### src/rtl/apb_pkg.sv
// Shared types and constants for the AHB-Lite to APB master bridge.
// Optional feature macro used by the bridge: APB_BRIDGE_TIMEOUT_EN.
package apb_pkg;

    typedef enum logic [2:0] {
        IDLE   = 3'd0,
        WDATA  = 3'd1,
        SETUP  = 3'd2,
        ACCESS = 3'd3,
        ERR1   = 3'd4,
        ERR2   = 3'd5
    } bridge_state_t;

    localparam logic HRESP_OKAY  = 1'b0;
    localparam logic HRESP_ERROR = 1'b1;

    // NONSEQ and SEQ carry a transfer; IDLE and BUSY do not
    function automatic logic is_active_trans(input logic [1:0] htrans);
        return htrans[1];
    endfunction

endpackage

### src/rtl/apb_bridge_timeout_cnt.sv
// ACCESS wait-state counter for the AHB-APB bridge.
// Cleared on the SETUP->ACCESS step, counts PREADY-low ACCESS cycles and
// flags when the final allowed wait cycle has been reached.
module apb_bridge_timeout_cnt #(
    parameter int unsigned TIMEOUT_CYCLES = 255
) (
    input  logic clk_i,
    input  logic rst_n_i,
    input  logic clr_i,
    input  logic inc_i,
    output logic hit_o
);

    localparam int unsigned CNT_W = (TIMEOUT_CYCLES > 1) ? $clog2(TIMEOUT_CYCLES) : 1;
    localparam logic [CNT_W-1:0] CNT_LAST = CNT_W'(TIMEOUT_CYCLES - 1);

    logic [CNT_W-1:0] cnt_q;
    logic [CNT_W-1:0] cnt_d;

    assign hit_o = (cnt_q == CNT_LAST);

    // Next count: clear, saturating increment at the last value, or hold
    always_comb begin
        cnt_d = cnt_q;
        if (clr_i) begin
            cnt_d = {CNT_W{1'b0}};
        end else if (inc_i && !hit_o) begin
            cnt_d = cnt_q + CNT_W'(1);
        end else begin
            cnt_d = cnt_q;
        end
    end

    // Count register
    always_ff @(posedge clk_i or negedge rst_n_i) begin
        if (!rst_n_i) begin
            cnt_q <= {CNT_W{1'b0}};
        end else begin
            cnt_q <= cnt_d;
        end
    end

endmodule

### src/rtl/ahb_apb_master_bridge.sv
// AHB-Lite slave to APB master bridge (single clock PCLK).
// Each accepted AHB transfer becomes one APB SETUP/ACCESS transfer; PREADY
// wait states are honoured and PSLVERR maps to a two-cycle AHB ERROR.
// Optional feature macro: APB_BRIDGE_TIMEOUT_EN (ACCESS wait timeout).
module ahb_apb_master_bridge
    import apb_pkg::*;
#(
    parameter int unsigned ADDR_WIDTH     = 12,
    parameter int unsigned TIMEOUT_CYCLES = 255
) (
    input  logic                  PCLK,
    input  logic                  PRESETn,
    input  logic                  HSEL,
    input  logic [31:0]           HADDR,
    input  logic [1:0]            HTRANS,
    input  logic                  HWRITE,
    input  logic [2:0]            HSIZE,
    input  logic [31:0]           HWDATA,
    input  logic                  HREADY,
    output logic                  HREADYOUT,
    output logic                  HRESP,
    output logic [31:0]           HRDATA,
    output logic [ADDR_WIDTH-1:0] PADDR,
    output logic                  PSEL,
    output logic                  PENABLE,
    output logic                  PWRITE,
    output logic [31:0]           PWDATA,
    input  logic [31:0]           PRDATA,
    input  logic                  PREADY,
    input  logic                  PSLVERR,
    output logic                  APB_TIMEOUT
);

    bridge_state_t         state_q;
    logic                  psel_q;
    logic                  penable_q;
    logic                  pwrite_q;
    logic [ADDR_WIDTH-1:0] paddr_q;
    logic [31:0]           pwdata_q;
    logic                  hreadyout_q;
    logic                  hresp_q;
    logic [31:0]           hrdata_q;
    logic                  apb_timeout_q;

    logic accept_s;
    logic timeout_hit_s;
    logic unused_s;

    // Transfer size is irrelevant (all word) and upper address bits are not decoded
    assign unused_s = ^{HSIZE, HADDR[31:ADDR_WIDTH]};

    assign accept_s = HSEL & HREADY & is_active_trans(HTRANS);

`ifdef APB_BRIDGE_TIMEOUT_EN
    logic cnt_hit_s;

    apb_bridge_timeout_cnt #(
        .TIMEOUT_CYCLES (TIMEOUT_CYCLES)
    ) u_timeout_cnt (
        .clk_i   (PCLK),
        .rst_n_i (PRESETn),
        .clr_i   (state_q == SETUP),
        .inc_i   ((state_q == ACCESS) && !PREADY),
        .hit_o   (cnt_hit_s)
    );

    assign timeout_hit_s = cnt_hit_s & ~PREADY;
    assign APB_TIMEOUT   = apb_timeout_q;
`else
    logic [31:0] unused_timeout_s;
    logic        unused_pulse_s;

    assign unused_timeout_s = TIMEOUT_CYCLES;
    assign unused_pulse_s   = apb_timeout_q;
    assign timeout_hit_s    = 1'b0;
    assign APB_TIMEOUT      = 1'b0;
`endif

    assign HREADYOUT = hreadyout_q;
    assign HRESP     = hresp_q;
    assign HRDATA    = hrdata_q;
    assign PADDR     = paddr_q;
    assign PSEL      = psel_q;
    assign PENABLE   = penable_q;
    assign PWRITE    = pwrite_q;
    assign PWDATA    = pwdata_q;

    // Bridge FSM; every output is registered alongside the state it belongs to
    always_ff @(posedge PCLK or negedge PRESETn) begin
        if (!PRESETn) begin
            state_q       <= IDLE;
            psel_q        <= 1'b0;
            penable_q     <= 1'b0;
            pwrite_q      <= 1'b0;
            paddr_q       <= {ADDR_WIDTH{1'b0}};
            pwdata_q      <= 32'h0000_0000;
            hreadyout_q   <= 1'b1;
            hresp_q       <= HRESP_OKAY;
            hrdata_q      <= 32'h0000_0000;
            apb_timeout_q <= 1'b0;
        end else begin
            apb_timeout_q <= 1'b0;
            case (state_q)
                IDLE: begin
                    hresp_q <= HRESP_OKAY;
                    if (accept_s) begin
                        paddr_q     <= HADDR[ADDR_WIDTH-1:0];
                        pwrite_q    <= HWRITE;
                        hreadyout_q <= 1'b0;
                        if (HWRITE) begin
                            state_q <= WDATA;
                        end else begin
                            psel_q  <= 1'b1;
                            state_q <= SETUP;
                        end
                    end else begin
                        hreadyout_q <= 1'b1;
                    end
                end
                WDATA: begin
                    // HWDATA is valid in the first data-phase cycle
                    pwdata_q <= HWDATA;
                    psel_q   <= 1'b1;
                    state_q  <= SETUP;
                end
                SETUP: begin
                    penable_q <= 1'b1;
                    state_q   <= ACCESS;
                end
                ACCESS: begin
                    if (PREADY) begin
                        psel_q    <= 1'b0;
                        penable_q <= 1'b0;
                        if (!pwrite_q) begin
                            hrdata_q <= PRDATA;
                        end
                        if (PSLVERR) begin
                            hresp_q <= HRESP_ERROR;
                            state_q <= ERR1;
                        end else begin
                            hreadyout_q <= 1'b1;
                            state_q     <= IDLE;
                        end
                    end else if (timeout_hit_s) begin
                        // Abort: HRDATA keeps its previous value
                        psel_q        <= 1'b0;
                        penable_q     <= 1'b0;
                        apb_timeout_q <= 1'b1;
                        hresp_q       <= HRESP_ERROR;
                        state_q       <= ERR1;
                    end
                end
                ERR1: begin
                    hreadyout_q <= 1'b1;
                    state_q     <= ERR2;
                end
                ERR2: begin
                    // Second ERROR cycle: nothing is accepted here
                    hresp_q <= HRESP_OKAY;
                    state_q <= IDLE;
                end
                default: begin
                    psel_q      <= 1'b0;
                    penable_q   <= 1'b0;
                    hreadyout_q <= 1'b1;
                    hresp_q     <= HRESP_OKAY;
                    state_q     <= IDLE;
                end
            endcase
        end
    end

endmodule

### config.mk
export PLATFORM = sky130hd
export DESIGN_NAME = ahb_apb_master_bridge
export DESIGN_NICKNAME = d
export VERILOG_FILES = /design/src/rtl/apb_pkg.sv /design/src/rtl/apb_bridge_timeout_cnt.sv /design/src/rtl/ahb_apb_master_bridge.sv
export SDC_FILE = /design/constraint.sdc
export NUM_CORES = 1
export LEC_CHECK = 0
export ABC_AREA = 1
export CORE_UTILIZATION = 35
export DETAILED_ROUTE_END_ITERATION = 8
export PLACE_DENSITY_LB_ADDON = 0.2
export SLEW_MARGIN = 10
export SYNTH_ARGS = -nofsm -noshare
export SYNTH_HDL_FRONTEND = slang
export SYNTH_SLANG_ARGS = --single-unit
### constraint.sdc
create_clock -name PCLK -period 1.2 [get_ports PCLK]
set_input_delay 0.24 -clock PCLK [delete_from_list [all_inputs] [get_ports PCLK]]
set_output_delay 0.24 -clock PCLK [all_outputs]
set_load 0.01 [all_outputs]
==> summary.txt <==
Cells and area
  • Area of the multi-input gates: 1650 um2
  • N_diodes: 0
  • Storage cell area: 2110 um2
  • Share of cells above drive strength 1: 48.7%
  • Fill cells: 853
  • Final nets: 661
  • P&R area growth vs syn: 71.3%

Floorplanning
  • Site row count: 36
  • Die H: 103 um
  • Die span in x: 103 um
  • Core region area: 9820 um2
  • Die area: 10500 um2
  • Initial core utilization: 36.1%
  • Top Ports: 190

Clocking
  • Root buffer cell: clkbuf_8
  • CTS clock-pin slew for the worst setup and hold paths: 90 ps
  • Total CTS buffers: 9
  • H-tree depth reported by CTS: 3
  • Insertion delay to the later sink of the worst-skew pair: 350 ps
  • TritonCTS clock tree: built
  • Clock Tree Buf Depth: 2
  • Clock sink count: 84

Critical path
  • Reg2reg end: PWDATA[8]
  • FF-to-FF Start: state_q[1]
  • R2R depth: 4
  • Crit start category: register
  • CP endpoint: PWDATA[8]
  • Worst EP arrival: 1530 ps
  • Worst Path Required: 1420 ps
  • CP max stage delay: 460 ps
  • Crit Path Max Fanout: 13
  • Slowest cell on crit path: dfrtp_2
  • FF-to-FF setup slack: -100 ps
  • Worst setup path start: state_q[1]
  • Nature of the critical path endpoint: register
  • WS Path Type: register to register
  • CP cell instances: inv_2 > nand3_4 > buf_12 > mux2_4

Yosys
  • Seq cells post-synth: 84
  • Top_reg_cell synth: dfrtp_1
  • Synthesized area: 3550 um2
  • Async S/R FF share, synth: 100%
  • Most frequent cell after synthesis: nand2_1
  • Area contributors post-synth: dfrtp_1, mux2_4, nand2_1
  • Post-synth top cells: nand2_1, dfrtp_1, nand3_1
  • Number of synthesized flops with an enable pin: 0
  • Yosys cell types: 21
  • Seq/Total Area, Yosys: 59.3%
  • Cell taking the most area after synthesis: dfrtp_1
  • Yosys top cell area share: 58.6%
  • Cells after Synth: 329
  • Syn. warnings: 0
  • Avg Cell Area, Syn: 10.8 um2
  • Post-Syn Nets: 437

GRT
  • Largest net degree at the start of global routing: 45
  • Gr ovfl total: 0
  • Vias in the first global route: 3030
  • Initial antenna violation count: 0
  • First-pass GRT wire length: 14600 um
  • Gr usage total: 18.3%

Timing
  • Crit path time final: 1300 ps
  • Slew Viols, Final: 0
  • Final worst slack: -104 ps
  • Clock skew: 14.6 ps
  • Fin. Hold Viols: 0
  • RSZ-0062 raised after global routing: yes
  • Tcrit/Tclk final: 109%
  • FMAX: 0.767 GHz
  • Final setup viols: 72
  • Setup TNS: -3880 ps

Place
  • Post-Place Setup Slack: -395 ps
  • Port Buf Inserts: 164
  • Dpl hpwl: 6720 um
  • Gp weighted congestion: 0.838

Worst hold path
  • HP Class: primary input to async pin

Routing
  • DRC Markers: 0
  • Antenna Violating Nets Remaining: 0
  • Vias: 3141
  • WL per Instance: 15.1 um
  • Routed WL: 10400 um
  • Detailed router's first-iteration violation count: 74
  • Pre-antenna DRT Iters: 4
  • Vias per cell: 4.55

Pwr
  • Worst ir drop on vdd: 0.880 mV
  • Leak pwr: 3.06 nW
  • Pwr/cell area: 2390 nW/um2

Outcome
  • Failing checks: negative setup slack
  • Outcome: complete, but fails checks

Run
  • Max cap viols: 0
-- how the worst min path moves through the flow --
stage,endpoint,cells past startpoint
5_1_grt,PWDATA[17],3
2_1_floorplan,HRDATA[0],0
3_3_place_gp,PWDATA[21],2
3_5_place_dp,PWDATA[18],2
4_1_cts,PWDATA[17],3
6_report,PWDATA[21],3
-- critical path, delay by kind of cell (launching register included) --
family,cells,cell delay (ps)
buffers and inverters,2,290
muxes,1,300
DFF,1,460
and+or+nand+nor,1,130
-- through the flow --
| step | hold WS [ps] | util [%] | cells | power, W | instance area (um2) |
|---|---|---|---|---|---|
| CTS | 398 | 56.3 | 677 | 0.0136 | 5530 |
| global route | 417 | 61.9 | 691 | 0.0155 | 6080 |
| global placement | 245 | 56.1 | 637 | 0.0119 | 5510 |
| detailed placement | 244 | 56.1 | 637 | 0.0121 | 5510 |
| floorplan | -55.6 | - | 329 | 0.00820 | 3550 |
| finish | 402 | 61.9 | 691 | 0.0145 | 6080 |
-- flip-flops by register name, indices dropped and copies added (netlist names) --
name / flops
HRDATA: 32
HREADYOUT: 1
HRESP: 1
PADDR: 12
PENABLE: 1
PSEL: 1
PWDATA: 32
PWRITE: 1
state_q: 3
-- timing repair --
action	CTS	global route
setup buffers	23	7
setup endpoints to repair	163	83
gates cloned	0	7
pin swaps	2	35
hold endpoints to repair	83	0
resized for setup	333	85
hold buffers	1	0
-- power by group --
group / leakage, nW / internal, W / switching (W)
clock: 0.113 / 0.00122 / 0.000984
sequential: 1.03 / 0.00418 / 0.000757
combinational: 1.92 / 0.00394 / 0.00344
-- area by class of cell --
type	count	share of cell area, %
sequential	84	34.7
timing repair buffer	226	31.2
multi-input combinational	222	27.1
tap	133	2.74
clock buffer	11	2.33
clock inverter	5	1.24
inverter	10	0.700
-- layer usage --
metal	wire, um	global-route usage, %
met3	486	3.19
met2	5330	30.9
met5	0	0
met4	204	8.02
met1	4420	22.9
-- cell families (layout without fill, tap and decap cells) --
kind of cell	Yosys count	after routing	share of synthesized area [%]
other	1	1	0.106
buffers and inverters	26	252	4.90
muxes	32	32	13.3
and+or+nand+nor	178	181	21.2
AOI/OAI and AO/OA	8	8	1.13
DFF	84	84	59.3
-- layout by cell type (no fill, tap or decap), types with 2 or more instances in the layout --
cell / synthesis / routed
clkdlybuf4s50_1: 0 / 81
mux2_2: 2 / 2
clkbuf_16: 0 / 3
dfrtp_1: 83 / 81
nand2_4: 1 / 3
dfrtp_2: 0 / 2
clkinv_2: 0 / 3
nand3_2: 0 / 30
buf_4: 5 / 45
inv_4: 0 / 2
o21ai_1: 1 / 2
clkbuf_8: 0 / 10
nor2_4: 1 / 5
a21oi_1: 3 / 2
nand2_8: 0 / 4
bufinv_16: 0 / 2
buf_2: 4 / 80
buf_12: 0 / 7
nand3_4: 1 / 4
mux2_4: 30 / 30
inv_1: 7 / 6
nor2_2: 0 / 6
buf_6: 7 / 6
nand3_1: 37 / 4
inv_2: 3 / 2
nand2_1: 119 / 99
o21ai_2: 0 / 2
nor2_1: 15 / 5
nand2_2: 3 / 20
No activity file was read; power rests on OpenSTA's default activity.
